<file path="src/rtl/oisc_fetch_if.sv">
// -----------------------------------------------------------------------------
// oisc_fetch_if
// Bundle of every non-clock/non-reset signal of the OISC instruction fetch
// stage: core control (Start, Reset, BootAddr, Redirect, RedirectPC), the
// instruction-memory request/response channel and the InstructionRead
// valid/ready channel towards the move core.
//   modport master : the fetch stage itself
//   modport slave  : the environment (core + instruction memory)
// Optional feature macro: OISC_FETCH_PC_TAG_EN adds InstructionReadPC.
// -----------------------------------------------------------------------------
interface oisc_fetch_if #(
    parameter int ADDR_W  = 16,
    parameter int INSTR_W = 16
);
    logic               Start;
    logic               Reset;
    logic [ADDR_W-1:0]  BootAddr;
    logic               Redirect;
    logic [ADDR_W-1:0]  RedirectPC;
    logic               MemReqValid;
    logic               MemReqReady;
    logic [ADDR_W-1:0]  MemReqAddr;
    logic               MemRspValid;
    logic [INSTR_W-1:0] MemRspData;
    logic               InstructionReadValid;
    logic               InstructionReadReady;
    logic [INSTR_W-1:0] InstructionReadData;
`ifdef OISC_FETCH_PC_TAG_EN
    logic [ADDR_W-1:0]  InstructionReadPC;
`endif
    logic               Busy;

    modport master (
        input  Start, Reset, BootAddr, Redirect, RedirectPC,
               MemReqReady, MemRspValid, MemRspData, InstructionReadReady,
        output MemReqValid, MemReqAddr, InstructionReadValid, InstructionReadData,
`ifdef OISC_FETCH_PC_TAG_EN
               InstructionReadPC,
`endif
               Busy
    );

    modport slave (
        output Start, Reset, BootAddr, Redirect, RedirectPC,
               MemReqReady, MemRspValid, MemRspData, InstructionReadReady,
        input  MemReqValid, MemReqAddr, InstructionReadValid, InstructionReadData,
`ifdef OISC_FETCH_PC_TAG_EN
               InstructionReadPC,
`endif
               Busy
    );
endinterface

</file>
<file path="src/rtl/oisc_fetch.sv">
// -----------------------------------------------------------------------------
// oisc_fetch
// Instruction fetch stage in front of the OISC move core. Issues sequential
// word-address requests, buffers in-order responses in a DEPTH-entry prefetch
// FIFO and hands them to the core over InstructionRead. A Redirect (PC write)
// or soft Reset drops every word still in flight and restarts cleanly.
// Ports:
//   CLK  - rising-edge clock
//   RST  - asynchronous active-low reset
//   bus  - oisc_fetch_if.master (control, memory request/response, core side)
// Optional feature macro: OISC_FETCH_PC_TAG_EN -- FIFO entries also carry the
// request address, exposed as InstructionReadPC.
// -----------------------------------------------------------------------------
module oisc_fetch #(
    parameter int ADDR_W  = 16,
    parameter int INSTR_W = 16,
    parameter int DEPTH   = 4
) (
    input  logic          CLK,
    input  logic          RST,
    oisc_fetch_if.master  bus
);
    localparam int CW = $clog2(DEPTH + 1);   // outstanding / discard / count
    localparam int PW = $clog2(DEPTH);       // FIFO and tag-queue pointers
`ifdef OISC_FETCH_PC_TAG_EN
    localparam int EW = ADDR_W + INSTR_W;    // {PC, INSTR}
`else
    localparam int EW = INSTR_W;
`endif

    typedef enum logic [1:0] {
        ST_IDLE  = 2'd0,
        ST_RUN   = 2'd1,
        ST_FLUSH = 2'd2
    } state_e;

    state_e            state_q,    state_d;
    logic [ADDR_W-1:0] fetch_pc_q, fetch_pc_d;
    logic [CW-1:0]     out_q,      out_d;
    logic [CW-1:0]     discard_q,  discard_d;
    logic [CW-1:0]     count_q,    count_d;
    logic [PW-1:0]     wr_ptr_q,   wr_ptr_d;
    logic [PW-1:0]     rd_ptr_q,   rd_ptr_d;
    logic [EW-1:0]     fifo_q [DEPTH];
    logic [EW-1:0]     fifo_d [DEPTH];
`ifdef OISC_FETCH_PC_TAG_EN
    logic [ADDR_W-1:0] tag_q [DEPTH];
    logic [ADDR_W-1:0] tag_d [DEPTH];
    logic [PW-1:0]     tag_wr_q, tag_wr_d;
    logic [PW-1:0]     tag_rd_q, tag_rd_d;
`endif

    logic              run_s, req_valid_s, req_fire_s, rd_valid_s, pop_s;
    logic              rsp_s, push_s;
    logic [CW:0]       credit_s;
    logic [CW-1:0]     out_post_s, disc_post_s;
    logic [EW-1:0]     entry_s;

    // Handshake qualification; Redirect/Reset withdraw both valids in the same cycle.
    always_comb begin
        run_s       = (state_q == ST_RUN);
        credit_s    = {1'b0, out_q} + {1'b0, count_q};
        req_valid_s = run_s & ~bus.Redirect & ~bus.Reset & (credit_s < (CW+1)'(DEPTH));
        req_fire_s  = req_valid_s & bus.MemReqReady;
        rd_valid_s  = (count_q != '0) & run_s & ~bus.Redirect & ~bus.Reset;
        pop_s       = rd_valid_s & bus.InstructionReadReady;
        rsp_s       = bus.MemRspValid;
        // A response is kept only when nothing is pending discard and the
        // path is not being abandoned this very cycle.
        push_s      = rsp_s & (discard_q == '0) & run_s & ~bus.Redirect & ~bus.Reset;
        out_post_s  = out_q + CW'(req_fire_s) - CW'(rsp_s);
        disc_post_s = (rsp_s && (discard_q != '0)) ? (discard_q - CW'(1'b1)) : discard_q;
`ifdef OISC_FETCH_PC_TAG_EN
        entry_s     = {tag_q[tag_rd_q], bus.MemRspData};
`else
        entry_s     = bus.MemRspData;
`endif
    end

    // Next-state for FSM, counters and pointers.
    always_comb begin
        state_d    = state_q;
        fetch_pc_d = req_fire_s ? (fetch_pc_q + ADDR_W'(1'b1)) : fetch_pc_q;
        out_d      = out_post_s;
        discard_d  = disc_post_s;
        count_d    = count_q + CW'(push_s) - CW'(pop_s);
        wr_ptr_d   = wr_ptr_q + PW'(push_s);
        rd_ptr_d   = rd_ptr_q + PW'(pop_s);
        if (bus.Reset) begin
            // Everything still in flight becomes wrong-path.
            state_d   = ST_IDLE;
            discard_d = out_post_s;
            count_d   = '0;
            wr_ptr_d  = '0;
            rd_ptr_d  = '0;
        end else begin
            case (state_q)
                ST_IDLE: begin
                    if (bus.Start) begin
                        fetch_pc_d = bus.BootAddr;
                        state_d    = (disc_post_s == '0) ? ST_RUN : ST_FLUSH;
                    end else begin
                        state_d    = ST_IDLE;
                    end
                end
                ST_RUN: begin
                    if (bus.Redirect) begin
                        // No request can fire here, so out_post_s already
                        // excludes a response landing in this cycle.
                        fetch_pc_d = bus.RedirectPC;
                        discard_d  = out_post_s;
                        count_d    = '0;
                        wr_ptr_d   = '0;
                        rd_ptr_d   = '0;
                        state_d    = (out_post_s == '0) ? ST_RUN : ST_FLUSH;
                    end else begin
                        state_d    = ST_RUN;
                    end
                end
                ST_FLUSH: begin
                    if (disc_post_s == '0) begin
                        state_d = ST_RUN;
                    end else begin
                        state_d = ST_FLUSH;
                    end
                end
                default: begin
                    state_d = ST_IDLE;
                end
            endcase
        end
    end

    // FIFO storage and request-address tag queue write data.
    always_comb begin
        fifo_d = fifo_q;
        if (push_s) begin
            fifo_d[wr_ptr_q] = entry_s;
        end else begin
            fifo_d[wr_ptr_q] = fifo_q[wr_ptr_q];
        end
`ifdef OISC_FETCH_PC_TAG_EN
        // Tags follow every accepted request, independent of flushes, so the
        // read side stays aligned with the in-order response stream.
        tag_d    = tag_q;
        tag_wr_d = tag_wr_q + PW'(req_fire_s);
        tag_rd_d = tag_rd_q + PW'(rsp_s);
        if (req_fire_s) begin
            tag_d[tag_wr_q] = fetch_pc_q;
        end else begin
            tag_d[tag_wr_q] = tag_q[tag_wr_q];
        end
`endif
    end

    // State registers with asynchronous active-low reset.
    always_ff @(posedge CLK or negedge RST) begin
        if (!RST) begin
            state_q    <= ST_IDLE;
            fetch_pc_q <= '0;
            out_q      <= '0;
            discard_q  <= '0;
            count_q    <= '0;
            wr_ptr_q   <= '0;
            rd_ptr_q   <= '0;
            for (int i = 0; i < DEPTH; i++) begin
                fifo_q[i] <= '0;
            end
`ifdef OISC_FETCH_PC_TAG_EN
            tag_wr_q <= '0;
            tag_rd_q <= '0;
            for (int i = 0; i < DEPTH; i++) begin
                tag_q[i] <= '0;
            end
`endif
        end else begin
            state_q    <= state_d;
            fetch_pc_q <= fetch_pc_d;
            out_q      <= out_d;
            discard_q  <= discard_d;
            count_q    <= count_d;
            wr_ptr_q   <= wr_ptr_d;
            rd_ptr_q   <= rd_ptr_d;
            fifo_q     <= fifo_d;
`ifdef OISC_FETCH_PC_TAG_EN
            tag_wr_q   <= tag_wr_d;
            tag_rd_q   <= tag_rd_d;
            tag_q      <= tag_d;
`endif
        end
    end

    assign bus.MemReqValid          = req_valid_s;
    assign bus.MemReqAddr           = fetch_pc_q;
    assign bus.InstructionReadValid = rd_valid_s;
    assign bus.InstructionReadData  = fifo_q[rd_ptr_q][INSTR_W-1:0];
`ifdef OISC_FETCH_PC_TAG_EN
    assign bus.InstructionReadPC    = fifo_q[rd_ptr_q][EW-1:INSTR_W];
`endif
    assign bus.Busy                 = (state_q != ST_IDLE) | (out_q != '0);

endmodule

</file>
<file path="src/flat_wrapper.sv">
// flat-port wrapper written by rule: the top's interface ports become plain ports
module oisc_fetch_flat 
#(
    parameter int ADDR_W  = 16,
    parameter int INSTR_W = 16,
    parameter int DEPTH   = 4
)
  (CLK, RST, bus_Start, bus_Reset, bus_BootAddr, bus_Redirect, bus_RedirectPC, bus_MemReqReady, bus_MemRspValid, bus_MemRspData, bus_InstructionReadReady, bus_MemReqValid, bus_MemReqAddr, bus_InstructionReadValid, bus_InstructionReadData, bus_Busy);
  oisc_fetch_if #(.ADDR_W(ADDR_W), .INSTR_W(INSTR_W)) bus_i ();
  input  logic CLK;
  input  logic RST;
  input wire logic [$bits(bus_i.Start)-1:0] bus_Start;
  input wire logic [$bits(bus_i.Reset)-1:0] bus_Reset;
  input wire logic [$bits(bus_i.BootAddr)-1:0] bus_BootAddr;
  input wire logic [$bits(bus_i.Redirect)-1:0] bus_Redirect;
  input wire logic [$bits(bus_i.RedirectPC)-1:0] bus_RedirectPC;
  input wire logic [$bits(bus_i.MemReqReady)-1:0] bus_MemReqReady;
  input wire logic [$bits(bus_i.MemRspValid)-1:0] bus_MemRspValid;
  input wire logic [$bits(bus_i.MemRspData)-1:0] bus_MemRspData;
  input wire logic [$bits(bus_i.InstructionReadReady)-1:0] bus_InstructionReadReady;
  output wire logic [$bits(bus_i.MemReqValid)-1:0] bus_MemReqValid;
  output wire logic [$bits(bus_i.MemReqAddr)-1:0] bus_MemReqAddr;
  output wire logic [$bits(bus_i.InstructionReadValid)-1:0] bus_InstructionReadValid;
  output wire logic [$bits(bus_i.InstructionReadData)-1:0] bus_InstructionReadData;
  output wire logic [$bits(bus_i.Busy)-1:0] bus_Busy;
  assign bus_i.Start = bus_Start;
  assign bus_i.Reset = bus_Reset;
  assign bus_i.BootAddr = bus_BootAddr;
  assign bus_i.Redirect = bus_Redirect;
  assign bus_i.RedirectPC = bus_RedirectPC;
  assign bus_i.MemReqReady = bus_MemReqReady;
  assign bus_i.MemRspValid = bus_MemRspValid;
  assign bus_i.MemRspData = bus_MemRspData;
  assign bus_i.InstructionReadReady = bus_InstructionReadReady;
  assign bus_MemReqValid = bus_i.MemReqValid;
  assign bus_MemReqAddr = bus_i.MemReqAddr;
  assign bus_InstructionReadValid = bus_i.InstructionReadValid;
  assign bus_InstructionReadData = bus_i.InstructionReadData;
  assign bus_Busy = bus_i.Busy;
  oisc_fetch #(.ADDR_W(ADDR_W), .INSTR_W(INSTR_W), .DEPTH(DEPTH)) u_core (.CLK(CLK), .RST(RST), .bus(bus_i));
endmodule
</file>
<file path="config.mk">
export PLATFORM = sky130hd
export DESIGN_NAME = oisc_fetch_flat
export DESIGN_NICKNAME = d
export VERILOG_FILES = /design/src/rtl/oisc_fetch_if.sv /design/src/rtl/oisc_fetch.sv /design/src/flat_wrapper.sv
export SDC_FILE = /design/constraint.sdc
export NUM_CORES = 1
export LEC_CHECK = 0
export CAP_MARGIN = 15
export CORE_MARGIN = 4
export CORE_UTILIZATION = 48
export CTS_CLUSTER_DIAMETER = 200
export CTS_CLUSTER_SIZE = 8
export DETAILED_ROUTE_END_ITERATION = 12
export GPL_ROUTABILITY_DRIVEN = 0
export GPL_TIMING_DRIVEN = 0
export PLACE_DENSITY_LB_ADDON = 0.1
export SLEW_MARGIN = 20
export SYNTH_ARGS = -nofsm -noshare
export SYNTH_HDL_FRONTEND = slang
export SYNTH_SLANG_ARGS = --single-unit
</file>
<file path="constraint.sdc">
create_clock -name CLK -period 3.19 [get_ports CLK]
set_clock_uncertainty 0.2 [all_clocks]
set_input_delay 0.638 -clock CLK [delete_from_list [all_inputs] [get_ports CLK]]
set_output_delay 0.638 -clock CLK [all_outputs]
set_load 0.02 [all_outputs]
</file>
==> results of run 1 <==
-- cell usage after synthesis (2+ instances only) --
master / n / share of area, %
o211ai_1: 9 / 1.3
nand2_1: 61 / 4.3
dfrtp_1: 95 / 45
nand3_1: 9 / 0.85
ha_1: 11 / 2.6
a211oi_1: 2 / 0.28
mux4_2: 32 / 14
or2_2: 3 / 0.36
xnor2_1: 9 / 1.5
o221ai_1: 5 / 0.83
o21ai_0: 50 / 4.7
and4_1: 3 / 0.50
a21oi_1: 22 / 2.1
nand2b_1: 6 / 0.71
buf_2: 4 / 0.38
mux2i_1: 17 / 3.2
o311ai_0: 10 / 1.7
a22oi_1: 14 / 2.0
a22o_1: 2 / 0.33
nand4_1: 5 / 0.59
buf_1: 2 / 0.14
and3_1: 5 / 0.59
nor3_1: 7 / 0.66
nor2_1: 26 / 1.9
fa_1: 2 / 0.76
nor4_1: 3 / 0.36
o32ai_1: 2 / 0.33
or3_1: 4 / 0.47
or4b_2: 3 / 0.57
and2_1: 8 / 0.95
inv_1: 14 / 1.0
nand4b_1: 2 / 0.33
clkbuf_1: 28 / 2.0
o22ai_1: 3 / 0.36
-- state kept, by name, summed over array words and instances (netlist names) --
register and count:
u_core.fifo_q 64, u_core.rd_ptr_q 2, u_core.out_q 3, u_core.state_q 2, u_core.bus.MemReqAddr 16, u_core.discard_q 3
u_core.count_q 3, u_core.wr_ptr_q 2
-- tightest hold or removal path, delay by kind of cell, from the launching register on --
family / cells / cell delay (ns)
AO/OA/AOI/OAI: 1 / 0.06
flip-flops: 1 / 0.37
AND/OR/NAND/NOR: 1 / 0.05
-- cell families (layout without fill, tap and decap cells) --
logic type / Yosys count / count (layout) / synth area share, %
simple gates: 151 / 151 / 14.2
xor+xnor: 10 / 10 / 1.66
compound gates: 123 / 123 / 14.5
mux: 50 / 50 / 17.1
buf+inv: 52 / 169 / 4.03
fa+ha+maj: 13 / 13 / 3.37
flops: 95 / 95 / 45.1
-- power groups by stage --
stage	sequential (mW)	clock [mW]	combinational, mW
floorplan	1.84	0	1.05
global placement	1.78	0	1.82
detailed placement	1.80	0	1.86
CTS	1.78	0.903	1.94
global route	1.84	0.959	2.16
finish	1.79	0.880	1.98
-- metal layers --
metal / vias to the layer above / global-route usage (%)
met4: 0 / 6.01
met3: 10 / 4.17
li1: 2062 / -
met5: - / 0
met2: 140 / 41.2
met1: 2181 / 30.4
-- repair_timing --
| item | CTS | global route |
|---|---|---|
| hold buffers | 1 | 0 |
| setup endpoints to repair | 22 | 13 |
| buffers inserted | 8 | 3 |
| endpoints found under the hold margin | 13 | 0 |
| pin swaps | 8 | 3 |
| resized for setup | 24 | 12 |
-- area by class of cell --
type	instances	area, um2	area share (%)
plain buffers	35	165	2.44
clock buffers	9	124	1.83
multi-input cells	347	2730	40.4
flip-flops and latches	95	2380	35.1
clock inverters	7	97.6	1.44
inverters	15	68.8	1.02
repair buffers	103	1030	15.2
well taps	140	175	2.59
-- how the worst max path moves through the flow --
stage / endpoint / slack (ns) / cells past startpoint
detailed placement: u_core.state_q[1] / -0.59 / 11
global route: u_core.state_q[0] / -0.01 / 10
finish: bus_InstructionReadData[11] / 0.07 / 3
global placement: u_core.fifo_q[28] / -2.25 / 1
CTS: bus_InstructionReadData[8] / 0.001 / 4
floorplan: u_core.state_q[0] / 0.03 / 11
==> metrics.csv, run 1 <==
stage;metric;value;unit
floorplan;Initial Util;48.9;%
sta;Final TNS setup;0;ns
sta;minimum clock period;3.12;ns
synthesis;Syn Inst Count;494;
critical_path;CP Cell Sequence;clkbuf_2 > mux4_2 > clkdlybuf4s50_1;
worst_hold_path;worst min path class;reg2reg;
cts;CTS HTree Levels;3;
global_routing;pin count of the biggest net entering global routing;83;
critical_path;CP Class;reg2out;
synthesis;synthesized net count;563;
power_and_ir_drop;total chip power;4.65;mW
floorplan;Die X;113;um
cts;CTS Sinks;95;
place;Post-Place Cell Area;0.00640;mm2
global_routing;vias in the first global route;4682;
critical_path;Worst Setup SP;u_core.rd_ptr_q[1];
cts;clk_lat worst skew;0.36;ns
floorplan;row count;38;
finish;antenna fix cells;0;
place;PortBufs;90;
power_and_ir_drop;clock power share;18.9;%
cts;CTS tree;done;
synthesis;ys flop type;dfrtp_1;
global_routing;initial antenna violation count;0;
sta;final hold violations;0;
finish;share of cells above drive strength 1;14.7;%
synthesis;Post-synth ARST share;100;%
drt;via/cell ratio;5.85;
sta;RSZ-0062 raised after global routing;true;
power_and_ir_drop;Net Switching;1.70;mW
power_and_ir_drop;Leak;2.52;nW
synthesis;Post-synth EDFFs;0;
critical_path;CP top delay family;buffers and inverters;
power_and_ir_drop;Peak VDD IR;0.330;mV
critical_path;reg2reg start;u_core.count_q[2];
finish;Final nets;675;
sta;Worst Tran Pin Value;0.866;ns
sta;Worst Setup Slack, final;0.0712;ns
power_and_ir_drop;Comb pwr share;42.6;%
floorplan;die height;113;um
finish;most frequent cells in the layout;dfrtp_1 (93), clkdlybuf4s50_1 (76), nand2_1 (61);
drt;number of remaining DRC errors;0;
sta;Max-slew headroom;42.1;%
drt;DR WL met2;7340;um
worst_hold_path;hold path endpoint;u_core.fifo_q[30];
cts;CTS Buffer Depth;2;
global_routing;global route overflow;0;
global_routing;first-pass GRT wire length;23600;um
place;pre-CTS WS;-0.589;ns
finish;Layout area overhead;28.4;%
critical_path;reg2reg path depth;10;
power_and_ir_drop;Int Pwr;2.95;mW
sta;Final setup viols;0;
synthesis;yosys warns;0;
critical_path;Worst Setup End Kind;primary output;
cts;clock-pin transition on the worst setup and hold timing paths;0.09;ns
critical_path;internal reg-to-reg setup slack;0.09;ns
critical_path;R2R Path End;u_core.state_q[0];
floorplan;core area;0.0108;mm2
drt;final wirelength;14400;um
critical_path;Worst Path Max Fanout;10;
drt;Routed WL per cell;19.2;um
finish;Finished Layout Cells;751;
finish;FILL cells;887;
power_and_ir_drop;Switching Fraction;36.6;%
cts;clock root buffer;clkbuf_8;
drt;Detail Route Antenna Nets;0;
status;status;finished, final reports clean;
synthesis;post-synthesis sequential area ratio;45.1;%
sta;FMAX;321;MHz
synthesis;average cell area after synthesis;10.7;um2
power_and_ir_drop;Pwr Density;686;mW/mm2
flow_run;MaxCap Viol Count;0;
drt;Pre-antenna DRT Iters;5;
floorplan;Die Area;0.0127;mm2
drt;via count;4393;
global_routing;Global Route Usage Sum;23.5;%
critical_path;WP buf/inv;2;
critical_path;slowest stage delay, CP;0.61;ns
worst_hold_path;WHS Path Cells;2;
place;HPWL after DPL;10200;um
synthesis;Synth Cell Area;0.00527;mm2
finish;Util after Layout;62.7;%
cts;CTS buffer count;9;
synthesis;Synth Register Bits;95;
finish;commonest non-fill, non-tap cell in the layout;dfrtp_1;
drt;Highest Signal Layer;met4;
sta;fin crit share;97.8;%
finish;final instance area;0.00677;mm2
critical_path;crit path launch type;flop;
place;Cell Count Post-Placement;725;
synthesis;Cell variety after synth;50;
worst_hold_path;hold wc startpoint;u_core.fifo_q[30];
sta;Fin Hold WS;0.309;ns
power_and_ir_drop;sequential share of power;38.5;%
critical_path;Worst EP arrival;2.28;ns
critical_path;slowest stage cell, crit path;dfrtp_1;
drt;violation count after the first detailed-route iteration;190;
critical_path;WP data required;2.35;ns
drt;metal1 wirelength;6110;um
drt;metal3 WL;858;um
sta;final count of pins violating max slew;0;
floorplan;I/O pins;91;
No activity file was read; power rests on OpenSTA's default activity.
==> run 2: changes to the inputs <==
--- a/config.mk
+++ b/config.mk
@@ -14,6 +14,7 @@
 export GPL_ROUTABILITY_DRIVEN = 0
 export GPL_TIMING_DRIVEN = 0
 export PLACE_DENSITY_LB_ADDON = 0.1
+export SKIP_LAST_GASP = 1
 export SLEW_MARGIN = 20
 export SYNTH_ARGS = -nofsm -noshare
 export SYNTH_HDL_FRONTEND = slang
==> run 2 against run 1 <==
  * Final area is essentially flat
  * Final cell count unchanged
  * Routed wire length about the same
  * Utilization barely moved
  * Worst setup slack hardly changed
  * Highest routed layer unchanged
  * Critical path depth did not move
  * Flip-flop and latch count did not move
  * Critical path type unchanged
  * Via count down 0.18%
==> metrics.csv, run 2 (synthesis results as in run 1) <==
stage;metric;value;unit;change
sta;Max-slew headroom;42.1;%;unchanged
global_routing;pin count of the biggest net entering global routing;83;;unchanged
floorplan;die height;113;um;unchanged
critical_path;reg2reg start;u_core.count_q[2];;
critical_path;slowest stage delay, CP;0.61;ns;about the same
floorplan;row count;38;;unchanged
critical_path;slowest stage cell, crit path;dfrtp_1;;
worst_hold_path;worst min path class;reg2reg;;
place;HPWL after DPL;10200;um;unchanged
sta;Fin Hold WS;0.309;ns;-0.000414 ns
critical_path;Worst Path Max Fanout;10;;unchanged
drt;Pre-antenna DRT Iters;5;;unchanged
critical_path;CP Class;reg2out;;
sta;fin crit share;97.8;%;about the same
power_and_ir_drop;total chip power;4.65;mW;about the same
critical_path;Worst Setup SP;u_core.rd_ptr_q[1];;
finish;share of cells above drive strength 1;14.7;%;unchanged
finish;most frequent cells in the layout;dfrtp_1 (93), clkdlybuf4s50_1 (76), nand2_1 (61);;
place;PortBufs;90;;unchanged
cts;CTS buffer count;9;;unchanged
cts;CTS Sinks;95;;unchanged
cts;clk_lat worst skew;0.36;ns;about the same
power_and_ir_drop;Peak VDD IR;0.331;mV;about the same
critical_path;Worst EP arrival;2.28;ns;about the same
sta;RSZ-0062 raised after global routing;true;;
drt;via count;4385;;-0.18%
finish;Layout area overhead;28.5;%;about the same
sta;Worst Tran Pin Value;0.866;ns;unchanged
global_routing;initial antenna violation count;0;;unchanged
drt;via/cell ratio;5.84;;-0.18%
critical_path;internal reg-to-reg setup slack;0.09;ns;about the same
critical_path;WP data required;2.35;ns;about the same
drt;Detail Route Antenna Nets;0;;unchanged
critical_path;R2R Path End;u_core.state_q[0];;
floorplan;Die Area;0.0127;mm2;unchanged
cts;CTS tree;done;;
drt;Routed WL per cell;19.2;um;about the same
floorplan;Die X;113;um;unchanged
floorplan;core area;0.0108;mm2;unchanged
power_and_ir_drop;Pwr Density;686;mW/mm2;about the same
floorplan;Initial Util;48.9;%;unchanged
finish;Biggest register;u_core.fifo_q;;
drt;final wirelength;14400;um;about the same
sta;Final setup viols;0;;unchanged
global_routing;Global Route Usage Sum;23.5;%;unchanged
sta;minimum clock period;3.12;ns;+0.000403 ns
finish;antenna fix cells;0;;unchanged
global_routing;vias in the first global route;4682;;unchanged
critical_path;Worst Setup End Kind;primary output;;
drt;violation count after the first detailed-route iteration;190;;unchanged
sta;final count of pins violating max slew;0;;unchanged
worst_hold_path;hold path endpoint;u_core.fifo_q[30];;
global_routing;first-pass GRT wire length;23600;um;unchanged
finish;max reg flops;64;;unchanged
drt;number of remaining DRC errors;0;;unchanged
worst_hold_path;hold wc startpoint;u_core.fifo_q[30];;
cts;CTS Buffer Depth;2;;unchanged
worst_hold_path;WHS Path Cells;2;;unchanged
critical_path;crit path launch type;flop;;
floorplan;I/O pins;91;;unchanged
finish;Final nets;675;;unchanged
global_routing;global route overflow;0;;unchanged
cts;clock root buffer;clkbuf_8;;
critical_path;reg2reg path depth;10;;unchanged
critical_path;CP top delay family;buffers and inverters;;
sta;FMAX;321;MHz;about the same
cts;clock-pin transition on the worst setup and hold timing paths;0.09;ns;about the same
sta;Final TNS setup;0;ns;unchanged
critical_path;CP Cell Sequence;clkbuf_2 > mux4_2 > clkdlybuf4s50_1;;
flow_run;MaxCap Viol Count;0;;unchanged
cts;CTS HTree Levels;3;;unchanged
status;status;finished, final reports clean;;
power_and_ir_drop;Leak;2.53;nW;about the same
finish;commonest non-fill, non-tap cell in the layout;dfrtp_1;;
sta;final hold violations;0;;unchanged
critical_path;WP buf/inv;2;;unchanged
-- run 2: routing by layer --
layer | GRT usage (%) | wire, um
met2 | 41.2 | 7340
met1 | 30.4 | 6120
met4 | 6.01 | 143
met3 | 4.17 | 838
met5 | 0 | 0
-- run 2: repair_timing --
action | in CTS | in global routing
gates cloned | 0 | 0
hold endpoints to repair | 13 | 0
buffers inserted | 8 | 3
pin swaps | 8 | 3
resized for setup | 23 | 13
hold buffers | 1 | 0
setup endpoints to repair | 22 | 14
-- run 2: cell type report --
class	count	area [um2]
fill	888	4020
multi-input combinational	347	2730
sequential	95	2380
timing repair buffer	103	1030
tap	140	175
buffer	35	165
clock buffer	9	124
clock inverter	7	97.6
inverter	15	68.8
-- run 2: tightest hold or removal path: stages (launching register included) --
cell and delay (ns):
dfrtp_1 0.37, nand2_1 0.05, o21ai_0 0.06
-- run 2: power breakdown --
| part | switching [mW] | internal [mW] |
|---|---|---|
| logic | 0.974 | 1.01 |
| registers | 0.289 | 1.50 |
| clock network | 0.437 | 0.443 |
-- run 2: how the worst max path moves through the flow --
stage | end | depth (start not counted)
6_report | bus_InstructionReadData[11] | 3
5_1_grt | u_core.state_q[0] | 10
4_1_cts | bus_InstructionReadData[6] | 4
3_5_place_dp | u_core.state_q[1] | 11
3_3_place_gp | u_core.fifo_q[28] | 1
2_1_floorplan | u_core.state_q[0] | 11
-- run 2: through the flow --
| step | instance area, um2 | utilization (%) | setup slack (ns) | cells |
|---|---|---|---|---|
| finish | 6780 | 62.8 | 0.0708 | 751 |
| global route | 6780 | 62.8 | -0.0119 | 751 |
| CTS | 6730 | 62.4 | -0.0165 | 749 |
| detailed placement | 6400 | 59.3 | -0.589 | 725 |
| global placement | 6370 | 59.1 | -2.25 | 724 |
| floorplan | 5300 | - | 0.0293 | 494 |
==> edit, RTL diff (settings of run 2) <==
The 3 states of `state_e` get a one-hot encoding in 3 bits.
--- a/src/rtl/oisc_fetch.sv
+++ b/src/rtl/oisc_fetch.sv
@@ -28,10 +28,10 @@
     localparam int EW = INSTR_W;
 `endif
 
-    typedef enum logic [1:0] {
-        ST_IDLE  = 2'd0,
-        ST_RUN   = 2'd1,
-        ST_FLUSH = 2'd2
+    typedef enum logic [2:0] {
+        ST_IDLE  = 3'b001,
+        ST_RUN   = 3'b010,
+        ST_FLUSH = 3'b100
     } state_e;
 
     state_e            state_q,    state_d;
Check against the original RTL: no difference found for any inputs over 4 cycles, from zero or initial values and one cycle with RST low; so few cycles prove little.
==> edit against run 2 <==
- hold slack about the same
- global-route usage is 0.24 points lower
- final area up 0.55%
- sequential power shrank 13%
- synthesized area increased by 1.8%
- synthesized cell count increased by 2.4%
- setup slack better by 0.029 ns
- sequential cell count grew 1
- core utilization fell by 0.20 points
- total power is 26% lower
- routed wire length hardly changed
- count of clock-buffer cells in the layout grew 2
- register-to-register slack improved by 0.04 ns
- critical path type is now primary input to output port
- largest cell class unchanged
- largest power group is now registers
==> edit: results (changes against run 2) <==
- The run finished with clean final reports.
- The final-stage net count is 683 (+1.2%).
- The post-placement cell area is 6490 um2 (+1.4%).
- The number of vias per cell came to 5.94 (+1.7%).
- The number of detailed-routing iterations run before antenna repair is 5 (unchanged).
- The global-route usage over all layers is 0.233 (-0.00238).
- The fraction of layout instances using a drive strength above 1 was 0.128 (-0.0197).
- The clock transition time at the flip-flop clock pins of the worst setup and hold paths is 0.09 ns (about the same).
- The net count after synthesis is 575 (+2.1%).
- The number of cells on the worst reg-to-reg path is 7 (-3).
- The highest ir drop seen on vdd is 0.280 mV (-15%).
- The launch point of the critical path is bus_Reset.
- The minimum clock period is 3.09 ns (-0.0292 ns).
- The proportion of synthesized flip-flops having asynchronous set or reset came to 1.00 (unchanged).
- The final worst hold slack came to 0.309 ns (-0.000161 ns).
- The estimated wirelength of the detail-placed design is 10300 um (+0.56%).
- The delay contributed by the slowest stage of the critical path is 0.55 ns (-0.06 ns).
- The part of the Yosys area used for sequential elements is 0.448 (-0.00288).
- After synthesis, the cell types taking the most area are dfrtp_1 (44%), mux4_2 (13%), o21ai_0 (5.0%), nand2_1 (4.4%), mux2i_1 (3.5%).
- The clock root buffer is clkbuf_8.
- The number of library cell types mapped by synthesis is 51 (+2.0%).
- The wire length of the first global-routing pass is 23600 um (+0.12%).
- The routed wire length came to 14500 um (about the same).
- The violation count after the first detailed-route iteration is 271 (+43%).
- Counting instances in the post-synthesis netlist gives the leading cell types as dfrtp_1 (95), nand2_1 (63), o21ai_0 (54), mux4_2 (32), nor2_1 (32).
- For this design, the slowest cell found on the critical path is or4b_4.
- The largest net degree at the start of global routing is 81 (-2.4%).
- The endpoint of the worst-slack reg-to-reg timing path is u_core.state_q[2]$_DFF_PN0_.
- The maximum fanout count along the critical path is 5 (-5).
- The via count of the first global-routing pass is 4569 (-2.4%).
- The clock sink count is 96 (+1.1%).
- The arrival time of the worst setup path was 2.25 ns (-0.03 ns).
- The net switching component of the power was 0.00114 W (-33%).
- The H-tree depth reported by CTS was 3 (unchanged).
==> edit: changes by cell type in the layout (fill, tap and decap cells not counted), moves of 4 or more <==
cell      delta
o21ai_0      +4
nor2_1       +6
nand2b_1     -4
and3_1       -4
or4_1        +8
nand4_1      +5
a21oi_1      -5
o311ai_0     -7
o211ai_1     +5
==> edit: metrics by stage <==
step | cells | TNS [ns]
after floorplan | 506 | -0.0201
after global placement | 736 | -246.17
after detailed placement | 737 | -28.51
after CTS | 758 | -0.0667
after global routing | 759 | -0.000787
final | 759 | 0
==> edit: critical path: cells and delay by family <==
kind | cells | cell delay, ns
buf+inv | 4 | 0.61
simple gates | 2 | 1.00
==> edit: worst max-delay path by stage <==
stage | to | cells after the start
final | bus_MemReqValid | 6
after global routing | u_core.count_q[2]$_DFF_PN0_ | 11
after CTS | bus_MemReqValid | 7
after detailed placement | bus_MemReqValid | 8
after global placement | u_core.fifo_q[33]$_DFFE_PN0P_ | 1
after floorplan | u_core.state_q[2]$_DFF_PN0_ | 7
==> edit: layer usage <==
| metal | vias to the layer above | wire length [um] | global-route usage |
|---|---|---|---|
| met5 | - | 0 | 0 |
| met4 | 0 | 192 | 0.0665 |
| met3 | 17 | 887 | 0.0414 |
| met2 | 136 | 7420 | 0.399 |
| met1 | 2257 | 5960 | 0.305 |
| li1 | 2099 | - | - |
==> edit: what timing repair did <==
action                                  CTS  global route
pin swaps                                 3             3
endpoints found under the setup margin   65            17
setup buffers                             6             3
hold buffers                              1             0
gates resized for setup                  27            14
endpoints found under the hold margin    16             0
==> edit: cell families (layout without fill, tap and decap cells) <==
| logic type | Yosys count | in the layout | share of synthesized area |
|---|---|---|---|
| adder cells (fa/ha/maj) | 13 | 13 | 0.0331 |
| XOR/XNOR | 8 | 8 | 0.0131 |
| flip-flops | 96 | 96 | 0.448 |
| AO/OA/AOI/OAI | 120 | 120 | 0.138 |
| multiplexers | 52 | 52 | 0.172 |
| AND/OR/NAND/NOR | 163 | 163 | 0.154 |
| buffers and inverters | 54 | 167 | 0.0415 |
==> edit: final cells by class <==
cell class,instances,area [um2]
Fill cell,895,4080
Clock buffer,11,141
Sequential cell,96,2400
Tap cell,140,175
Timing Repair Buffer,101,1030
Buffer,33,173
Multi-Input combinational cell,356,2770
Clock inverter,5,53.8
Inverter,17,63.8
==> edit: power groups by stage <==
| stage | registers (W) | clock network, W | logic (W) |
|---|---|---|---|
| finish | 0.00155 | 0.000812 | 0.00106 |
| floorplan | 0.00163 | 0 | 0.000518 |
| detailed placement | 0.00157 | 0 | 0.00104 |
| global route | 0.00158 | 0.000887 | 0.00116 |
| global placement | 0.00157 | 0 | 0.00101 |
| CTS | 0.00154 | 0.000837 | 0.00107 |
